### src/rtl/pipeline_hazard_ctrl.sv
`default_nettype none
// +----------------------------------------------------------------------------+
// | pipeline_hazard_ctrl                                                        |
// | Stall/flush/freeze sequencing for the PC, IF/ID, ID/EX, EX/MEM registers.   |
// | Optional macro: HAZARD_PERF_CNT_EN adds stallCount/flushCount outputs.      |
// | Revision: 1.0                                                               |
// +----------------------------------------------------------------------------+
module pipeline_hazard_ctrl #(
   parameter int REG_NUM_WIDTH = 5,
   parameter int FLUSH_CYCLES  = 1,
   parameter int MEM_TIMEOUT   = 15
`ifdef HAZARD_PERF_CNT_EN
   ,
   parameter int CNT_WIDTH     = 16
`endif
) (
   input  logic                     clk,
   input  logic                     rst,
   input  logic [REG_NUM_WIDTH-1:0] idRS,
   input  logic [REG_NUM_WIDTH-1:0] idRT,
   input  logic                     idUsesRS,
   input  logic                     idUsesRT,
   input  logic                     exMemRead,
   input  logic [REG_NUM_WIDTH-1:0] exDcRT,
   input  logic                     branchTaken,
   input  logic                     memReq,
   input  logic                     memReady,
   output logic                     pcWrEn,
   output logic                     ifidWrEn,
   output logic                     ifidFlush,
   output logic                     idexWrEn,
   output logic                     idexBubble,
   output logic                     exmemWrEn,
   output logic                     memTimeout,
   output logic [1:0]               ctrlState
`ifdef HAZARD_PERF_CNT_EN
   ,
   output logic [CNT_WIDTH-1:0]     stallCount,
   output logic [CNT_WIDTH-1:0]     flushCount
`endif
);

   localparam int WAIT_W = $clog2(MEM_TIMEOUT + 1);
   localparam int FLSH_W = (FLUSH_CYCLES > 1) ? $clog2(FLUSH_CYCLES) : 1;
   localparam logic [WAIT_W-1:0] WAIT_MAX   = WAIT_W'(MEM_TIMEOUT);
   localparam logic [FLSH_W-1:0] FLUSH_LOAD = FLSH_W'(FLUSH_CYCLES - 1);

   typedef enum logic [1:0] {
      ST_RUN      = 2'b00,
      ST_FLUSH    = 2'b01,
      ST_MEM_WAIT = 2'b10
   } state_t;

   state_t              state, state_nxt;
   logic [WAIT_W-1:0]   wait_cnt, wait_nxt;
   logic [FLSH_W-1:0]   flush_cnt, flush_nxt;
   logic                timeout_set;
   logic                mem_stall, load_use;
   logic                pc_en, ifid_en, idex_en, exmem_en, flush_o, bubble_o;

   assign mem_stall = memReq & ~memReady;
   assign load_use  = exMemRead && (exDcRT != '0) &&
                      ((idUsesRS && (idRS == exDcRT)) || (idUsesRT && (idRT == exDcRT)));

   always_comb begin
      state_nxt   = state;
      wait_nxt    = wait_cnt;
      flush_nxt   = flush_cnt;
      timeout_set = 1'b0;
      pc_en       = 1'b1;
      ifid_en     = 1'b1;
      idex_en     = 1'b1;
      exmem_en    = 1'b1;
      flush_o     = 1'b0;
      bubble_o    = 1'b0;
      if (mem_stall) begin
         pc_en    = 1'b0;
         ifid_en  = 1'b0;
         idex_en  = 1'b0;
         exmem_en = 1'b0;
      end
      case (state)
         ST_RUN: begin
            if (mem_stall) begin
               state_nxt = ST_MEM_WAIT;
               wait_nxt  = WAIT_W'(1);
            end else if (branchTaken) begin
               flush_o  = 1'b1;
               bubble_o = 1'b1;
               if (FLUSH_CYCLES > 1) begin
                  state_nxt = ST_FLUSH;
                  flush_nxt = FLUSH_LOAD;
               end
            end else if (load_use) begin
               pc_en    = 1'b0;
               ifid_en  = 1'b0;
               bubble_o = 1'b1;
            end
         end
         ST_FLUSH: begin
            if (!mem_stall) begin
               flush_o  = 1'b1;
               bubble_o = 1'b1;
               if (flush_cnt == FLSH_W'(1)) begin
                  state_nxt = ST_RUN;
                  flush_nxt = '0;
               end else begin
                  flush_nxt = flush_cnt - 1'b1;
               end
            end
         end
         ST_MEM_WAIT: begin
            // Held stages re-evaluate hazards only once back in RUN.
            if (mem_stall) begin
               if (wait_cnt >= WAIT_MAX) begin
                  timeout_set = 1'b1;
                  state_nxt   = ST_RUN;
                  wait_nxt    = '0;
               end else begin
                  wait_nxt = wait_cnt + 1'b1;
               end
            end else begin
               state_nxt = ST_RUN;
               wait_nxt  = '0;
            end
         end
         default: begin
            state_nxt = ST_RUN;
            wait_nxt  = '0;
            flush_nxt = '0;
         end
      endcase
   end

   always_ff @(posedge clk or posedge rst) begin
      if (rst) begin
         state      <= ST_RUN;
         wait_cnt   <= '0;
         flush_cnt  <= '0;
         memTimeout <= 1'b0;
      end else begin
         state     <= state_nxt;
         wait_cnt  <= wait_nxt;
         flush_cnt <= flush_nxt;
         if (timeout_set) memTimeout <= 1'b1;
      end
   end

   // Reset forces every control low regardless of state.
   assign pcWrEn     = pc_en    & ~rst;
   assign ifidWrEn   = ifid_en  & ~rst;
   assign idexWrEn   = idex_en  & ~rst;
   assign exmemWrEn  = exmem_en & ~rst;
   assign ifidFlush  = flush_o  & ~rst;
   assign idexBubble = bubble_o & ~rst;
   assign ctrlState  = state;

`ifdef HAZARD_PERF_CNT_EN
   always_ff @(posedge clk or posedge rst) begin
      if (rst) begin
         stallCount <= '0;
         flushCount <= '0;
      end else begin
         if (!pcWrEn && (stallCount != '1)) stallCount <= stallCount + 1'b1;
         if (ifidFlush && (flushCount != '1)) flushCount <= flushCount + 1'b1;
      end
   end
`endif

endmodule
`default_nettype wire
### config.mk
export PLATFORM = sky130hd
export DESIGN_NAME = pipeline_hazard_ctrl
export DESIGN_NICKNAME = d
export VERILOG_FILES = /design/src/rtl/pipeline_hazard_ctrl.sv
export SDC_FILE = /design/constraint.sdc
export NUM_CORES = 1
export LEC_CHECK = 0
export CORE_AREA = 5 5 42 44
export CTS_BUF_LIST = sky130_fd_sc_hd__clkbuf_8
export CTS_CLUSTER_SIZE = 28
export DETAILED_ROUTE_END_ITERATION = 10
export DIE_AREA = 0 0 47 49
export PLACE_DENSITY = 0.88
export SYNTH_ARGS = -nofsm -noshare
export SYNTH_HDL_FRONTEND = slang
export SYNTH_SLANG_ARGS = --single-unit
### constraint.sdc
create_clock -name clk -period 4.5 [get_ports clk]
set_clock_uncertainty 0.1 [all_clocks]
set_input_delay 1.125 -clock clk [delete_from_list [all_inputs] [get_ports clk]]
set_output_delay 1.125 -clock clk [all_outputs]
set_load 0.02 [all_outputs]
==> reports/results.ini <==
[grt]
grt_pass1_vias=527
overflow=0
use_met2_pct=21.3
grt_antenna_before_repair=0
use_met1_pct=10.2
use_met3_pct=4.80
grt_max_degree=11
grt-busiest-layer=met2
grt_usage_pct=12.3
grt_first_pass_wirelength_um=1990

[yosys]
synth_nets=78
yosysSeqAreaShare_pct=30.8
synth_xor_area_share_pct=18.0
synth_top_family_by_area=compound AO/OA/AOI/OAI gates
synthMuxAreaShare_pct=0
postSynthAreaPerCell_um2=9.01
ys_ff_latch=6
yosys_warnings=0
synth_fa_ha_area_share_pct=2.57
yosys.area_share.simple_pct=19.8
yosysTopAreaCell=dfrtp_1
synth-compound-area-share_pct=21.1
synth_cells=54
synth_top_area_share_pct=30.8
ys_types=30
synth_area_leaders=dfrtp_1 (31%), xor2_1 (14%), o21ai_0 (6.2%), buf_4 (4.6%), xnor2_1 (3.6%)
synth_area_um2=487

[critical_path]
worstPathArrival_ps=3190
r2r-start=wait_cnt[0]$_DFFE_PP0P_
crit_start=exDcRT[3]
crit_type=in2out
worstPathCellList=clkdlybuf4s50_1, xor2_1, nor4_2, a32oi_1, o41a_1, clkdlybuf4s50_1
rrSetupSlack_ps=3170
worst_setup_path_end_kind=output port
crit_required_ps=3270
cp-endpoint=pcWrEn
critical_path.startpoint_type=input pin
r2r_cells=5
cp_common_cell=clkdlybuf4s50_1
crit_path_max_fanout=3
reg2reg_to=wait_cnt[3]$_DFFE_PP0P_
slowest_stage=clkdlybuf4s50_1
cpPeakStageDelay_ps=560

[pwr]
power_frac_clock_pct=40.5
power_frac_seq_pct=31.0
power.leakage_nw=0.333
cellPowerDensity_nw_per_um2=243
internal_power_uw=149
switching_share_pct=25.2
p_comb_share_pct=28.5
p_sw_uw=50.0
power_uw=199
ir_drop_mv=0.0915

[floorplanning]
dieWidth_um=47
design.portCount=32
rows=14
coreArea_um2=1400
dieArea_um2=2300
start_util_pct=34.7
die_h_um=49

[timing]
whs_ps=364
layout_min_cycle_time_ps=4410
finalWorstSetupSlack_ps=88.2
finalHoldViolCount=0
fmaxAchievable_mhz=227
setup_viol=0
setup_tns_ps=0
drv_slew=0
rsz0062_at_grt=false
layout_worst_path_cycle_share_pct=98.0

[hold_path]
min_path_type=reg2reg

[placement]
hpwl_um=1120
placed_cell_area_um2=777
pre_cts_slack_ps=80.8
gp_congestion=0.691
portBuffers=30

[clock_network]
cts_tree=yes
cts_resized=0
clk_path_buf_depth=2
insertion_delay_ps=220
ctsHoldBuffers=0
root_buffer=clkbuf_8
cts_made_buffers=3
numClockSinks=6
htree_levels=1
postCtsSetupBuffers=0
clk_pin_slew_ps=40

[cells_and_area]
syn_to_final_growth_pct=68.1
design_area_um2=818
final_nets=108
n_antenna_cell=0
fill_cells=134
drive_gt1_share_pct=6.10

[detailed_routing]
num_vias=523
ant_nets=0
drc=0
drt_iter0_drc=6
first_pass_iters=4
wl_per_cell_um=13.1
vias_per_cell=5.34
totalWireLength_um=1290

[job]
maxCapViolations=0

[status]
outcome=finished, final reports clean

-- power groups by stage --
stage                     logic [mW]  registers (mW)  clock network, mW
after floorplan               0.0274          0.0611                  0
after global placement        0.0561          0.0619                  0
after detailed placement      0.0573          0.0622                  0
after CTS                     0.0575          0.0615             0.0822
after global routing          0.0612          0.0621             0.0828
final                         0.0566          0.0615             0.0804
-- metal layers --
layer | vias up | share of wire [%] | routed length (um)
li1 | 247 | - | -
met1 | 239 | 31 | 399
met2 | 33 | 55 | 704
met3 | 4 | 12 | 157
met4 | 0 | 1.9 | 24
met5 | - | 0 | 0
-- stage by stage --
step | util (%) | cells
2_1_floorplan | - | 54
3_3_place_gp | 55.4 | 95
3_5_place_dp | 55.4 | 95
4_1_cts | 58.4 | 98
5_1_grt | 58.4 | 98
6_report | 58.4 | 98
-- kinds of logic (layout without fill, tap and decap cells) --
group,after synthesis,count (layout)
AO/OA/AOI/OAI,15,15
adder cells (fa/ha/maj),1,1
buffers and inverters,6,34
XOR/XNOR,10,10
other,1,1
AND/OR/NAND/NOR,15,15
flip-flops,6,6
-- sequential cells by signal, indices dropped and copies added, names as in the netlist --
| name | cells |
|---|---|
| ctrlState | 1 |
| memTimeout | 1 |
| wait_cnt | 4 |
-- area by class of cell --
type	count	area, um2	share of cell area (%)
flip-flops and latches	6	150	18.3
clock buffers	3	41.3	5.05
well taps	16	20.0	2.45
repair buffers	30	300	36.7
inverters	1	3.75	0.459
multi-input cells	42	303	37.0
-- critical path: cells and delay by family --
kind / cells / cell delay, ps
XOR/XNOR: 1 / 200
buffers and inverters: 2 / 1030
AND/OR/NAND/NOR: 1 / 270
AO/OA/AOI/OAI: 2 / 560
-- worst min path at each step --
stage                                       start                 endpoint  slack, ps  cells after the start
after detailed placement   memTimeout$_DFFE_PP0P_   memTimeout$_DFFE_PP0P_        360                      1
after CTS                  memTimeout$_DFFE_PP0P_   memTimeout$_DFFE_PP0P_        370                      1
after global routing       memTimeout$_DFFE_PP0P_   memTimeout$_DFFE_PP0P_        380                      1
after floorplan           wait_cnt[3]$_DFFE_PP0P_  wait_cnt[3]$_DFFE_PP0P_        340                      1
final                      memTimeout$_DFFE_PP0P_   memTimeout$_DFFE_PP0P_        360                      1
after global placement     memTimeout$_DFFE_PP0P_   memTimeout$_DFFE_PP0P_        350                      1
-- placed cells by master (no fill, tap or decap), types with 2 or more instances in the layout --
cell	instances
clkbuf_8	3
clkdlybuf4s50_1	30
dfrtp_1	6
nor2_1	3
o21ai_0	6
or4_1	2
xnor2_1	2
xor2_1	8
-- Yosys cell counts (all sizes together) --
cell type  instances
and2               2
o21ai              6
ha                 1
a32oi              1
conb               1
nand3b             1
a21oi              1
nor2b              1
a31o               1
o21bai             1
a21o               1
and3               1
nand4              1
a21boi             1
buf                3
clkbuf             2
nor4               2
o41a               1
inv                1
xnor2              2
or4                2
nor2               3
xor2               8
o21a               1
a22o               1
nand2              1
dfrtp              6
nor4b              1
No activity file was read; power rests on OpenSTA's default activity.
